--- config.mk ---
export PLATFORM = sky130hd
export DESIGN_NAME = rotation_right_shifter_pipe_flat
export DESIGN_NICKNAME = d
export VERILOG_FILES = /design/src/rtl/rotation_right_shifter_pipe_if.sv /design/src/rtl/rotation_right_shifter_pipe.sv /design/src/flat_wrapper.sv
export SDC_FILE = /design/constraint.sdc
export NUM_CORES = 1
export LEC_CHECK = 0
export CAP_MARGIN = 15
export CORE_AREA = 2 2 53 92
export CTS_CLUSTER_DIAMETER = 50
export DETAILED_ROUTE_END_ITERATION = 16
export DIE_AREA = 0 0 55 94
export HOLD_SLACK_MARGIN = 0.15
export PLACE_DENSITY_LB_ADDON = 0.08
export SLEW_MARGIN = 20
export SYNTH_ARGS = -nofsm -noshare
export SYNTH_HDL_FRONTEND = slang
export SYNTH_SLANG_ARGS = --single-unit
export TNS_END_PERCENT = 1
--- constraint.sdc ---
create_clock -name i_clk -period 1.9 [get_ports i_clk]
set_clock_uncertainty 0.1 [all_clocks]
set_input_delay 0.57 -clock i_clk [delete_from_list [all_inputs] [get_ports i_clk]]
set_output_delay 0.57 -clock i_clk [all_outputs]
set_load 0.03 [all_outputs]
--- src/rtl/rotation_right_shifter_pipe_if.sv ---
// Handshake bundle for rotation_right_shifter_pipe: input word/amount with valid/ready, result with valid/ready.
// The i_dir signal exists only when ROT_DIR_SEL_EN is defined.
interface rotation_right_shifter_pipe_if #(
    parameter int N = 8
);
    localparam int SW = $clog2(N);

    logic          i_valid;
    logic          o_ready;
    logic [N-1:0]  i_num;
    logic [SW-1:0] i_num_bit_rotation;
    logic          o_valid;
    logic          i_ready;
    logic [N-1:0]  o_result;
`ifdef ROT_DIR_SEL_EN
    logic          i_dir;

    modport master (
        output i_valid, i_num, i_num_bit_rotation, i_dir, i_ready,
        input  o_ready, o_valid, o_result
    );
    modport slave (
        input  i_valid, i_num, i_num_bit_rotation, i_dir, i_ready,
        output o_ready, o_valid, o_result
    );
`else
    modport master (
        output i_valid, i_num, i_num_bit_rotation, i_ready,
        input  o_ready, o_valid, o_result
    );
    modport slave (
        input  i_valid, i_num, i_num_bit_rotation, i_ready,
        output o_ready, o_valid, o_result
    );
`endif
endinterface

--- src/rtl/rotation_right_shifter_pipe.sv ---
// Pipelined barrel rotator: stage k rotates by 2^k when amount bit k is set; latency is $clog2(N) cycles.
// Optional macro ROT_DIR_SEL_EN adds a per-word direction bit (1 = rotate left).
module rotation_right_shifter_pipe #(
    parameter int N = 8
) (
    input  logic                         i_clk,
    input  logic                         i_reset,
    rotation_right_shifter_pipe_if.slave bus
);
    localparam int SW = $clog2(N);

    logic          adv;
    logic [N-1:0]  data_reg  [SW];
    logic [N-1:0]  data_in   [SW];
    logic [N-1:0]  data_next [SW];
    logic [SW-1:0] amt_reg   [SW];
    logic [SW-1:0] amt_in    [SW];
    logic          valid_reg [SW];
    logic          valid_in  [SW];
`ifdef ROT_DIR_SEL_EN
    logic          dir_reg   [SW];
    logic          dir_in    [SW];
`endif

    // The whole pipe moves in lockstep; it only stalls when the output word is not being taken.
    assign adv          = !valid_reg[SW-1] || bus.i_ready;
    assign bus.o_ready  = adv;
    assign bus.o_valid  = valid_reg[SW-1];
    assign bus.o_result = data_reg[SW-1];

    generate
        for (genvar gi = 0; gi < SW; gi++) begin : g_stage
            localparam int S = 1 << gi;
            logic [N-1:0] rot_r;

            if (gi == 0) begin : g_first
                assign data_in[gi]  = bus.i_num;
                assign amt_in[gi]   = bus.i_num_bit_rotation;
                assign valid_in[gi] = bus.i_valid;
`ifdef ROT_DIR_SEL_EN
                assign dir_in[gi]   = bus.i_dir;
`endif
            end else begin : g_chain
                assign data_in[gi]  = data_reg[gi-1];
                assign amt_in[gi]   = amt_reg[gi-1];
                assign valid_in[gi] = valid_reg[gi-1];
`ifdef ROT_DIR_SEL_EN
                assign dir_in[gi]   = dir_reg[gi-1];
`endif
            end

            assign rot_r = (data_in[gi] >> S) | (data_in[gi] << (N - S));

`ifdef ROT_DIR_SEL_EN
            logic [N-1:0] rot_l;
            assign rot_l = (data_in[gi] << S) | (data_in[gi] >> (N - S));
            assign data_next[gi] = !amt_in[gi][gi] ? data_in[gi] :
                                   (dir_in[gi] ? rot_l : rot_r);
`else
            assign data_next[gi] = amt_in[gi][gi] ? rot_r : data_in[gi];
`endif

            always_ff @(posedge i_clk) begin
                if (i_reset) begin
                    data_reg[gi]  <= '0;
                    amt_reg[gi]   <= '0;
                    valid_reg[gi] <= 1'b0;
`ifdef ROT_DIR_SEL_EN
                    dir_reg[gi]   <= 1'b0;
`endif
                end else if (adv) begin
                    data_reg[gi]  <= data_next[gi];
                    amt_reg[gi]   <= amt_in[gi];
                    valid_reg[gi] <= valid_in[gi];
`ifdef ROT_DIR_SEL_EN
                    dir_reg[gi]   <= dir_in[gi];
`endif
                end
            end
        end
    endgenerate
endmodule

--- src/flat_wrapper.sv ---
// flat-port wrapper written by rule: the top's interface ports become plain ports
module rotation_right_shifter_pipe_flat 
#(
    parameter int N = 8
)
  (i_clk, i_reset, bus_i_valid, bus_i_num, bus_i_num_bit_rotation, bus_i_ready, bus_o_ready, bus_o_valid, bus_o_result);
  rotation_right_shifter_pipe_if #(.N(N)) bus_i ();
  input  logic i_clk;
  input  logic i_reset;
  input wire logic [$bits(bus_i.i_valid)-1:0] bus_i_valid;
  input wire logic [$bits(bus_i.i_num)-1:0] bus_i_num;
  input wire logic [$bits(bus_i.i_num_bit_rotation)-1:0] bus_i_num_bit_rotation;
  input wire logic [$bits(bus_i.i_ready)-1:0] bus_i_ready;
  output wire logic [$bits(bus_i.o_ready)-1:0] bus_o_ready;
  output wire logic [$bits(bus_i.o_valid)-1:0] bus_o_valid;
  output wire logic [$bits(bus_i.o_result)-1:0] bus_o_result;
  assign bus_i.i_valid = bus_i_valid;
  assign bus_i.i_num = bus_i_num;
  assign bus_i.i_num_bit_rotation = bus_i_num_bit_rotation;
  assign bus_i.i_ready = bus_i_ready;
  assign bus_o_ready = bus_i.o_ready;
  assign bus_o_valid = bus_i.o_valid;
  assign bus_o_result = bus_i.o_result;
  rotation_right_shifter_pipe #(.N(N)) u_core (.i_clk(i_clk), .i_reset(i_reset), .bus(bus_i));
endmodule
==> impl_metrics.env <==
export IMPL_fin_crit_sh_pct=97.0
export IMPL_yosys_top_cells_count="30 x edfxtp_1, 24 x mux2i_1, 24 x nor3_2, 7 x buf_6, 5 x nor3b_2"
export IMPL_grt_ovfl_total=0
export IMPL_p_seq_share_pct=54.1
export IMPL_fmax_ghz=0.542
export IMPL_dpl_worst_slack_ps=-190
export IMPL_routed_wl_um=2540
export IMPL_vias_per_cell=4.85
export IMPL_drt_iter0_drc=8
export IMPL_endpoint_kind="output pin"
export IMPL_synth_area_leaders="edfxtp_1 57%, mux2i_1 15%, nor3_2 15%"
export IMPL_clock_latency_ps=280
export IMPL_grt_pass1_wl_um=4260
export IMPL_path_cells="dlygate4sd2_1 -> nor2b_4 -> inv_1 -> buf_4"
export IMPL_cts_tree="done"
export IMPL_synthFlopType="edfxtp_1"
export IMPL_ir_drop_v=0.000490
export IMPL_layout_nets=144
export IMPL_antenna_left=0
export IMPL_hold_path_class="flop to flop"
export IMPL_ys_seq_area_share_pct=57.4
export IMPL_start_kind="input port"
export IMPL_power_leakage_nw=0.789
export IMPL_fin_crit_ps=1840
export IMPL_critPathMaxFanout=2
export IMPL_htree_levels=2
export IMPL_n_antenna_cell=0
export IMPL_synth_seq_cells=30
export IMPL_netlist_instances=96
export IMPL_seqCellArea_um2=901
export IMPL_slowest_delay_ps=260
export IMPL_synth_nets=111
export IMPL_tns_ps=0
export IMPL_p_sw_w=0.000359
export IMPL_area_growth_pct=24.6
export IMPL_finalHoldViolCount=0
export IMPL_p_comb_share_pct=13.7
export IMPL_die_x_um=55
export IMPL_multi_input_area_um2=573
export IMPL_intPower_w=0.00113
export IMPL_layout_drive_gt1_share_pct=37.7
export IMPL_die_h_um=94
export IMPL_rsz0062_at_grt="no"
export IMPL_numPortBuffers=24
export IMPL_slowest_stage="dlygate4sd2_1"
export IMPL_fin_ws_ps=56.3
export IMPL_pin_count=25
export IMPL_tightest_slew_ps=428
export IMPL_vias=878
export IMPL_cts_sinks=30
export IMPL_routedWlPerCell_um=14.0
export IMPL_swShare_pct=24.1
export IMPL_dp_cells=172
export IMPL_clkPwrFrac_pct=32.2
export IMPL_crit_buf_inv=3
export IMPL_dpl_hpwl_um=1880
export IMPL_cts_buffers_inserted=5
export IMPL_synth_edf_count=30
export IMPL_slew_violations=0
export IMPL_drc=0
export IMPL_clock_path_buffers=2
export IMPL_drtPass1Iterations=4
export IMPL_yosysMostFrequentCell="edfxtp_1"
export IMPL_largest_reg_flops=24
export IMPL_grt_pass1_vias=958
export IMPL_syn_cell_area_mm2=0.00157
export IMPL_syn_avg_cell_area_um2=16.3
export IMPL_rows=32
export IMPL_slew_limit_headroom_pct=71.5
export IMPL_status="finished clean"
export IMPL_grt_use_total_pct=11.9
export IMPL_start_util_pct=35.6
export IMPL_clk_pin_slew_ps=60
export IMPL_setup_worst_path_class="input port to output pin"
export IMPL_maxCapViolations=0
export IMPL_fillers=435
export IMPL_cp_arrival_ps=1170
export IMPL_setup_violations=0
export IMPL_finalPower_w=0.00149
export IMPL_antenna_found_initial=0
export IMPL_core_mm2=0.00440
export IMPL_cp_data_required_time_ps=1230
export IMPL_power_density_mw_per_mm2=763
export IMPL_ys_types=10
export IMPL_cts_root_buf="clkbuf_8"
export IMPL_routabilityCongestion=0.629
export IMPL_crit_family="buffers and inverters"
export IMPL_die_area_mm2=0.00517
export IMPL_synth_top_area_share_pct=57.4
export IMPL_synth_largest_area_cell="edfxtp_1"
export IMPL_grt_max_degree=24
export IMPL_ys_async_sr_fraction_pct=0
export IMPL_yosys_warnings=0
export IMPL_fin_cells=181
final timing paths:
| kind | slack (ps) | from | cells after the start | end |
|---|---|---|---|---|
| worst min register to register | 470 | u_core.valid_reg[0]$_DFFE_PP_ | 1 | u_core.valid_reg[1]$_DFFE_PP_ |
| worst max-delay path | 60 | bus_i_ready | 4 | bus_o_ready |
| worst min-delay path | 470 | u_core.valid_reg[0]$_DFFE_PP_ | 1 | u_core.valid_reg[1]$_DFFE_PP_ |
| worst max register to register | 410 | u_core.valid_reg[2]$_SDFFCE_PN0P_ | 5 | u_core.data_reg[0][3]$_SDFFCE_PN0P_ |
power by group through the flow:
stage               Sequential, W  Combinational [W]  Clock, W
floorplan                0.000837           0.000125         0
global placement         0.000822           0.000213         0
detailed placement       0.000824           0.000217         0
CTS                      0.000809           0.000209  0.000501
global route             0.000815           0.000222  0.000527
finish                   0.000808           0.000205  0.000481
final cells by class:
class / count / area share, %
multi-input combinational: 56 / 29.3
clock buffer: 6 / 3.71
inverter: 1 / 0.192
tap: 51 / 3.26
sequential: 30 / 46.1
clock inverter: 2 / 0.448
timing repair buffer: 35 / 17.0
stage by stage:
step | instance area, µm² | hold WS, ps | util [%]
after global placement | 1880 | 446 | 42.7
after CTS | 1960 | 474 | 44.4
final | 1960 | 469 | 44.4
after floorplan | 1570 | 437 | -
after global routing | 1960 | 515 | 44.4
after detailed placement | 1880 | 460 | 42.7
layout by cell type, fill, tap and decap left out, drive strengths merged:
| master | n |
|---|---|
| clkdlybuf4s50 | 13 |
| buf | 12 |
| nor3b | 6 |
| clkbuf | 6 |
| dlygate4sd2 | 10 |
| nor2b | 1 |
| nor3 | 24 |
| clkinv | 2 |
| nand2b | 1 |
| inv | 1 |
| edfxtp | 30 |
| mux2i | 24 |
kinds of logic (layout without fill, tap and decap cells):
logic type / after synthesis / in the layout / share of synthesized area (%)
DFF: 30 / 30 / 57.4
and+or+nand+nor: 32 / 32 / 21.1
buffers and inverters: 10 / 44 / 6.22
muxes: 24 / 24 / 15.3
timing repair:
| action | 4_1_cts | 5_1_grt |
|---|---|---|
| resized for setup | 10 | 0 |
| buffers inserted | 1 | 0 |
| hold buffers | 0 | 0 |
| hold endpoints to repair | 0 | 0 |
| setup endpoints to repair | 10 | 0 |
metal layers:
metal / global-route usage (%) / share of wire, % / up-vias
met5: 0 / 0 / -
met4: 6.10 / 2.6 / 0
met3: 3.34 / 3.7 / 5
met2: 22.5 / 61 / 23
met1: 10.3 / 32 / 421
li1: - / - / 429
No activity file was read; power rests on OpenSTA's default activity.
